`config.mk`:
```
export PLATFORM = sky130hd
export DESIGN_NAME = output_display
export DESIGN_NICKNAME = d
export VERILOG_FILES = /design/src/rtl/output_display.sv
export SDC_FILE = /design/constraint.sdc
export NUM_CORES = 1
export LEC_CHECK = 0
export BUFFER_PORTS_ARGS = -buffer_cell sky130_fd_sc_hd__buf_4
export CORE_ASPECT_RATIO = 1.75
export CORE_MARGIN = 4
export CORE_UTILIZATION = 53
export CTS_CLUSTER_SIZE = 8
export DETAILED_ROUTE_END_ITERATION = 16
export PLACE_DENSITY = 0.79
export SETUP_SLACK_MARGIN = 0.15
export SYNTH_ARGS = -nofsm -noshare
export SYNTH_HDL_FRONTEND = slang
export SYNTH_SLANG_ARGS = --single-unit
export TNS_END_PERCENT = 5
```
`constraint.sdc`:
```
create_clock -name fastClk -period 2.05 [get_ports fastClk]
set_input_delay 0.41 -clock fastClk [delete_from_list [all_inputs] [get_ports fastClk]]
set_output_delay 0.41 -clock fastClk [all_outputs]
set_load 0.01 [all_outputs]
```
`src/rtl/output_display.sv`:
```
// output_display
//
// Captures the CPU output-register byte on a rising edge of the output-enable
// strobe. A sequential double-dabble engine converts the byte to three BCD
// digits. The digits drive a multiplexed three-digit common-cathode 7-segment
// display, with leading-zero blanking.
//
// Ports:
//   fastClk  - single clock; all state updates on its rising edge
//   rst      - asynchronous active-low reset
//   load     - output-enable strobe (level); a rising edge triggers a capture
//   data_bus - CPU bus byte, sampled on a detected load rise
//   value    - last captured byte
//   busy     - high while a conversion (CONV or COMMIT) is in progress
//   seg      - segment drive {g,f,e,d,c,b,a}, active-high
//   dig_en   - one-hot digit enable: bit 0 ones, bit 1 tens, bit 2 hundreds
module output_display #(
   parameter int unsigned REFRESH_DIV = 1024
) (
   input  logic       fastClk,
   input  logic       rst,
   input  logic       load,
   input  logic [7:0] data_bus,
   output logic [7:0] value,
   output logic       busy,
   output logic [6:0] seg,
   output logic [2:0] dig_en
);

   typedef enum logic [1:0] {StIdle, StConv, StCommit} state_e;

   localparam logic [15:0] CntMax = 16'(REFRESH_DIV - 1);

   state_e      state_q, state_d;
   logic        load_q;
   logic [7:0]  value_q, value_d;
   logic [19:0] shift_q, shift_d;
   logic [2:0]  iter_q, iter_d;
   logic [1:0]  disp_hund_q, disp_hund_d;
   logic [3:0]  disp_tens_q, disp_tens_d;
   logic [3:0]  disp_ones_q, disp_ones_d;
   logic [15:0] refresh_cnt_q, refresh_cnt_d;
   logic [1:0]  idx_q, idx_d;
   logic [6:0]  seg_q, seg_d;
   logic [2:0]  dig_en_q, dig_en_d;

   logic        rise;
   logic [19:0] adj;

   function automatic logic [6:0] seg_decode(input logic [3:0] d);
      logic [6:0] s;
      case (d)
         4'd0:    s = 7'h3F;
         4'd1:    s = 7'h06;
         4'd2:    s = 7'h5B;
         4'd3:    s = 7'h4F;
         4'd4:    s = 7'h66;
         4'd5:    s = 7'h6D;
         4'd6:    s = 7'h7D;
         4'd7:    s = 7'h07;
         4'd8:    s = 7'h7F;
         4'd9:    s = 7'h6F;
         default: s = 7'h00;
      endcase
      return s;
   endfunction

   assign rise = load & ~load_q;

   // Add-3 correction on every BCD nibble before the shift.
   always_comb begin
      adj = shift_q;
      if (shift_q[11:8] >= 4'd5)  adj[11:8]  = shift_q[11:8] + 4'd3;
      if (shift_q[15:12] >= 4'd5) adj[15:12] = shift_q[15:12] + 4'd3;
      if (shift_q[19:16] >= 4'd5) adj[19:16] = shift_q[19:16] + 4'd3;
   end

   // Conversion FSM. A rise in any state restarts the conversion, so an
   // aborted value never reaches the display registers.
   always_comb begin
      state_d     = state_q;
      value_d     = value_q;
      shift_d     = shift_q;
      iter_d      = iter_q;
      disp_hund_d = disp_hund_q;
      disp_tens_d = disp_tens_q;
      disp_ones_d = disp_ones_q;
      if (rise) begin
         state_d = StConv;
         value_d = data_bus;
         shift_d = {12'b0, data_bus};
         iter_d  = 3'd0;
      end else begin
         case (state_q)
            StConv: begin
               shift_d = adj << 1;
               iter_d  = iter_q + 3'd1;
               if (iter_q == 3'd7) state_d = StCommit;
            end
            StCommit: begin
               disp_hund_d = shift_q[17:16];
               disp_tens_d = shift_q[15:12];
               disp_ones_d = shift_q[11:8];
               state_d     = StIdle;
            end
            default: state_d = StIdle;
         endcase
      end
   end

   // Free-running scan; seg/dig_en registered together from one index.
   always_comb begin
      refresh_cnt_d = refresh_cnt_q + 16'd1;
      idx_d         = idx_q;
      if (refresh_cnt_q == CntMax) begin
         refresh_cnt_d = 16'd0;
         idx_d         = (idx_q == 2'd2) ? 2'd0 : idx_q + 2'd1;
      end
      case (idx_q)
         2'd1: begin
            dig_en_d = 3'b010;
            seg_d    = (disp_hund_q == 2'd0 && disp_tens_q == 4'd0) ? 7'h00
                                                                   : seg_decode(disp_tens_q);
         end
         2'd2: begin
            dig_en_d = 3'b100;
            seg_d    = (disp_hund_q == 2'd0) ? 7'h00 : seg_decode({2'b00, disp_hund_q});
         end
         default: begin
            dig_en_d = 3'b001;
            seg_d    = seg_decode(disp_ones_q);
         end
      endcase
   end

   always_ff @(posedge fastClk or negedge rst) begin
      if (!rst) begin
         state_q       <= StIdle;
         load_q        <= 1'b0;
         value_q       <= 8'd0;
         shift_q       <= 20'd0;
         iter_q        <= 3'd0;
         disp_hund_q   <= 2'd0;
         disp_tens_q   <= 4'd0;
         disp_ones_q   <= 4'd0;
         refresh_cnt_q <= 16'd0;
         idx_q         <= 2'd0;
         seg_q         <= 7'h3F;
         dig_en_q      <= 3'b001;
      end else begin
         state_q       <= state_d;
         load_q        <= load;
         value_q       <= value_d;
         shift_q       <= shift_d;
         iter_q        <= iter_d;
         disp_hund_q   <= disp_hund_d;
         disp_tens_q   <= disp_tens_d;
         disp_ones_q   <= disp_ones_d;
         refresh_cnt_q <= refresh_cnt_d;
         idx_q         <= idx_d;
         seg_q         <= seg_d;
         dig_en_q      <= dig_en_d;
      end
   end

   assign value  = value_q;
   assign busy   = (state_q != StIdle);
   assign seg    = seg_q;
   assign dig_en = dig_en_q;

endmodule

```
==> results.tsv <==
metric	value	unit
Worst EP required	2260	ps
post-synth cell types	41	
setup violators final	0	
Final Max Tran Viols	0	
CTS tree	built	
post-synth top area share	45.99	%
Skew-Pair Late Insertion Delay	330	ps
startpoint types	register	
Synth area leader	dfrtp_1	
CTS H-tree depth	3	
fmax	581.7	MHz
main flop type after synthesis	dfrtp_1	
Post-synth EDFFs	0	
initial antenna violation count	0	
Slew headroom	63.21	%
Vias	2613	
CTS sink cnt	72	
diode count	0	
die height	116.1	um
multi-input logic area	0.001598	sq mm
GRT Overall Usage	18.42	%
final instance area	0.004177	sq mm
Worst R2R End	shift_q[13]	
DR pass1 iterations	4	
drt wl/cell	14.44	um
remaining antenna violation count after routing	0	
status	finished, violations left	
Synth Instances	351	
crit path max fanout	5	
Final Skew	4.484	ps
Hold Slack	-5.143	ps
Core Box Area	0.006490	sq mm
Setup TNS	0	ps
FF/Latch Area	0.001810	sq mm
num rows	39	
IO Pins	30	
die width	69.76	um
leakage dissipation	1.949	nW
clk buf depth	2	
vias per cell	5.560	
maximum VDD drop	793.3	uV
Final #Nets	417	
R2R depth	6	
synthesis-to-finish area growth	18.08	%
sequential area share after synthesis	51.19	%
Setup Crit Path Kind	reg -> reg	
CTS root buf	clkbuf_16	
Hold Violations, Final	5	
number of synthesized register bits	72	
RSZ-0062 raised after global routing	true	
Synthesized Nets	385	
yosys warns	0	
first-pass GRT wire length	11610	um
worst slew pin tran	550.2	ps
Synth Area per Inst	10.08	sq um
Critical R2R Launch	shift_q[12]	
Initial Utilization	54.50	%
WL final	6787	um
Placer Congestion	0.9073	
Num CTS Buffers	9	
synthesized cell area	0.003537	sq mm
Hold WC Path Type	in -> async	
Max Cap Violations	0	
Post-DP HPWL	4848	um
failing checks	hold timing	
clk slew on worst S/H paths	60	ps
dominant cells by area after synthesis	dfrtp_1, ha_1, nand2_1	
final worst path period share	83.86	%
power per cell area	1179	mW/mm^2
Worst EP arrival	1920	ps
vias in the first global route	2631	
CP Capture Type	register	
DIE AREA	0.008096	sq mm
ys async rst share	100.0	%
largest net degree at the start of global routing	45	
grt ovf	0	
Post-DP Area	0.003856	sq mm
initial DRC count	137	
Port-buffer cells	29	
share of cells above drive strength 1	17.78	%
fillcell total	532	
min cycle time layout	1719	ps
R2R setup slack	330	ps
DRC violations left	0	
[layout make-up]
| cell class | instances | share of cell area (%) |
|---|---|---|
| Clock inverter | 2 | 0.8388 |
| Multi-Input combinational cell | 245 | 38.26 |
| Tap cell | 82 | 2.457 |
| Inverter | 21 | 1.887 |
| Clock buffer | 14 | 6.800 |
| Sequential cell | 72 | 43.35 |
| Timing Repair Buffer | 34 | 6.411 |
[layout by cell type (no fill, tap or decap), types with 2 or more instances in the layout]
master,Yosys,layout
and3_1,4,4
nor2b_1,3,3
o2bb2ai_1,2,2
dfrtp_1,65,65
a2111oi_0,3,2
mux2_2,5,5
nor3_1,7,7
mux2i_1,7,7
nor2_1,18,18
o22ai_1,2,2
xor2_1,9,9
o31ai_1,2,2
nand2_1,50,50
o311ai_0,2,2
inv_1,21,21
clkbuf_16,0,9
mux2_4,2,2
xnor2_1,8,8
o21ai_0,33,33
o221ai_1,2,2
buf_4,0,33
dfstp_2,7,7
nand4_1,6,6
nand3_1,12,12
nand2b_1,8,8
ha_1,23,23
clkbuf_8,0,4
a21oi_1,22,22
nor4_1,2,2
[what timing repair did]
item | CTS | global route
hold endpoints to repair | 0 | 0
resized for setup | 0 | 1
setup buffers | 0 | 0
hold buffers | 0 | 0
setup endpoints to repair | 0 | 2
[critical path, stage by stage, from the launching register on]
cell	delay (ps)
dfrtp_1	400
inv_1	120
ha_1	210
nand2b_1	70
a21oi_1	310
nor3_1	90
a2111oi_0	380
[cells by family (layout without fill, tap and decap cells)]
family / Yosys count / in the layout / synth area share (%)
and+or+nand+nor: 119 / 119 / 16.52
DFF: 72 / 72 / 51.19
muxes: 14 / 14 / 4.422
adders and majority gates: 23 / 23 / 8.136
xor gates and xnor gates: 17 / 17 / 4.210
buffers and inverters: 34 / 71 / 3.679
AOI/OAI and AO/OA: 72 / 72 / 11.85
[power breakdown]
group	switching, mW	internal (mW)
clock network	0.554	1.07
logic	0.727	0.608
registers	0.224	1.74
[Yosys cell counts (all sizes together) (2+ instances only)]
cell type and instances:
nor3 8, inv 21, nand3 13, nor2b 3, o22ai 2, o31ai 2, and3 5, dfstp 7
ha 23, xor2 9, nand2b 8, and4 2, a2111oi 3, xnor2 8, o311ai 2, mux2 7
nand4 6, a21oi 22, o221ai 2, buf 2, nor4 2, nor2 18, nand2 50, o2bb2ai 2
o21ai 33, clkbuf 11, mux2i 7, dfrtp 65
[metrics by stage]
step	std cells	utilization [%]	worst slack [ps]	total power [mW]
3_3_place_gp	454	59.42	437.4	3.243
5_1_grt	470	64.35	132.6	5.251
6_report	470	64.35	330.9	4.923
4_1_cts	470	64.33	323.2	4.965
2_1_floorplan	351	-	513.4	2.890
3_5_place_dp	454	59.42	338.1	3.311
[flip-flops by register name, summed over array words and instances, names as in the netlist]
register	cells
idx_q	2
disp_ones_q	4
dig_en	3
shift_q	20
refresh_cnt_q	16
disp_hund_q	2
iter_q	3
state_q	2
value	8
seg	7
load_q	1
disp_tens_q	4
[metal layers]
metal	track usage, %	part of all wire [%]
met5	0	0
met4	10.74	2.8
met3	3.819	4.2
met2	35.14	55
met1	18.19	38
[worst max path at each step]
stage / startpoint / end / slack, ps / cells after the start
5_1_grt: shift_q[12] / shift_q[13] / 130 / 6
2_1_floorplan: refresh_cnt_q[0] / idx_q[0] / 510 / 4
6_report: shift_q[12] / shift_q[13] / 330 / 6
4_1_cts: shift_q[16] / shift_q[17] / 320 / 6
3_5_place_dp: shift_q[16] / shift_q[17] / 340 / 6
3_3_place_gp: refresh_cnt_q[0] / idx_q[0] / 440 / 4
(Power assumes the default switching activity.)
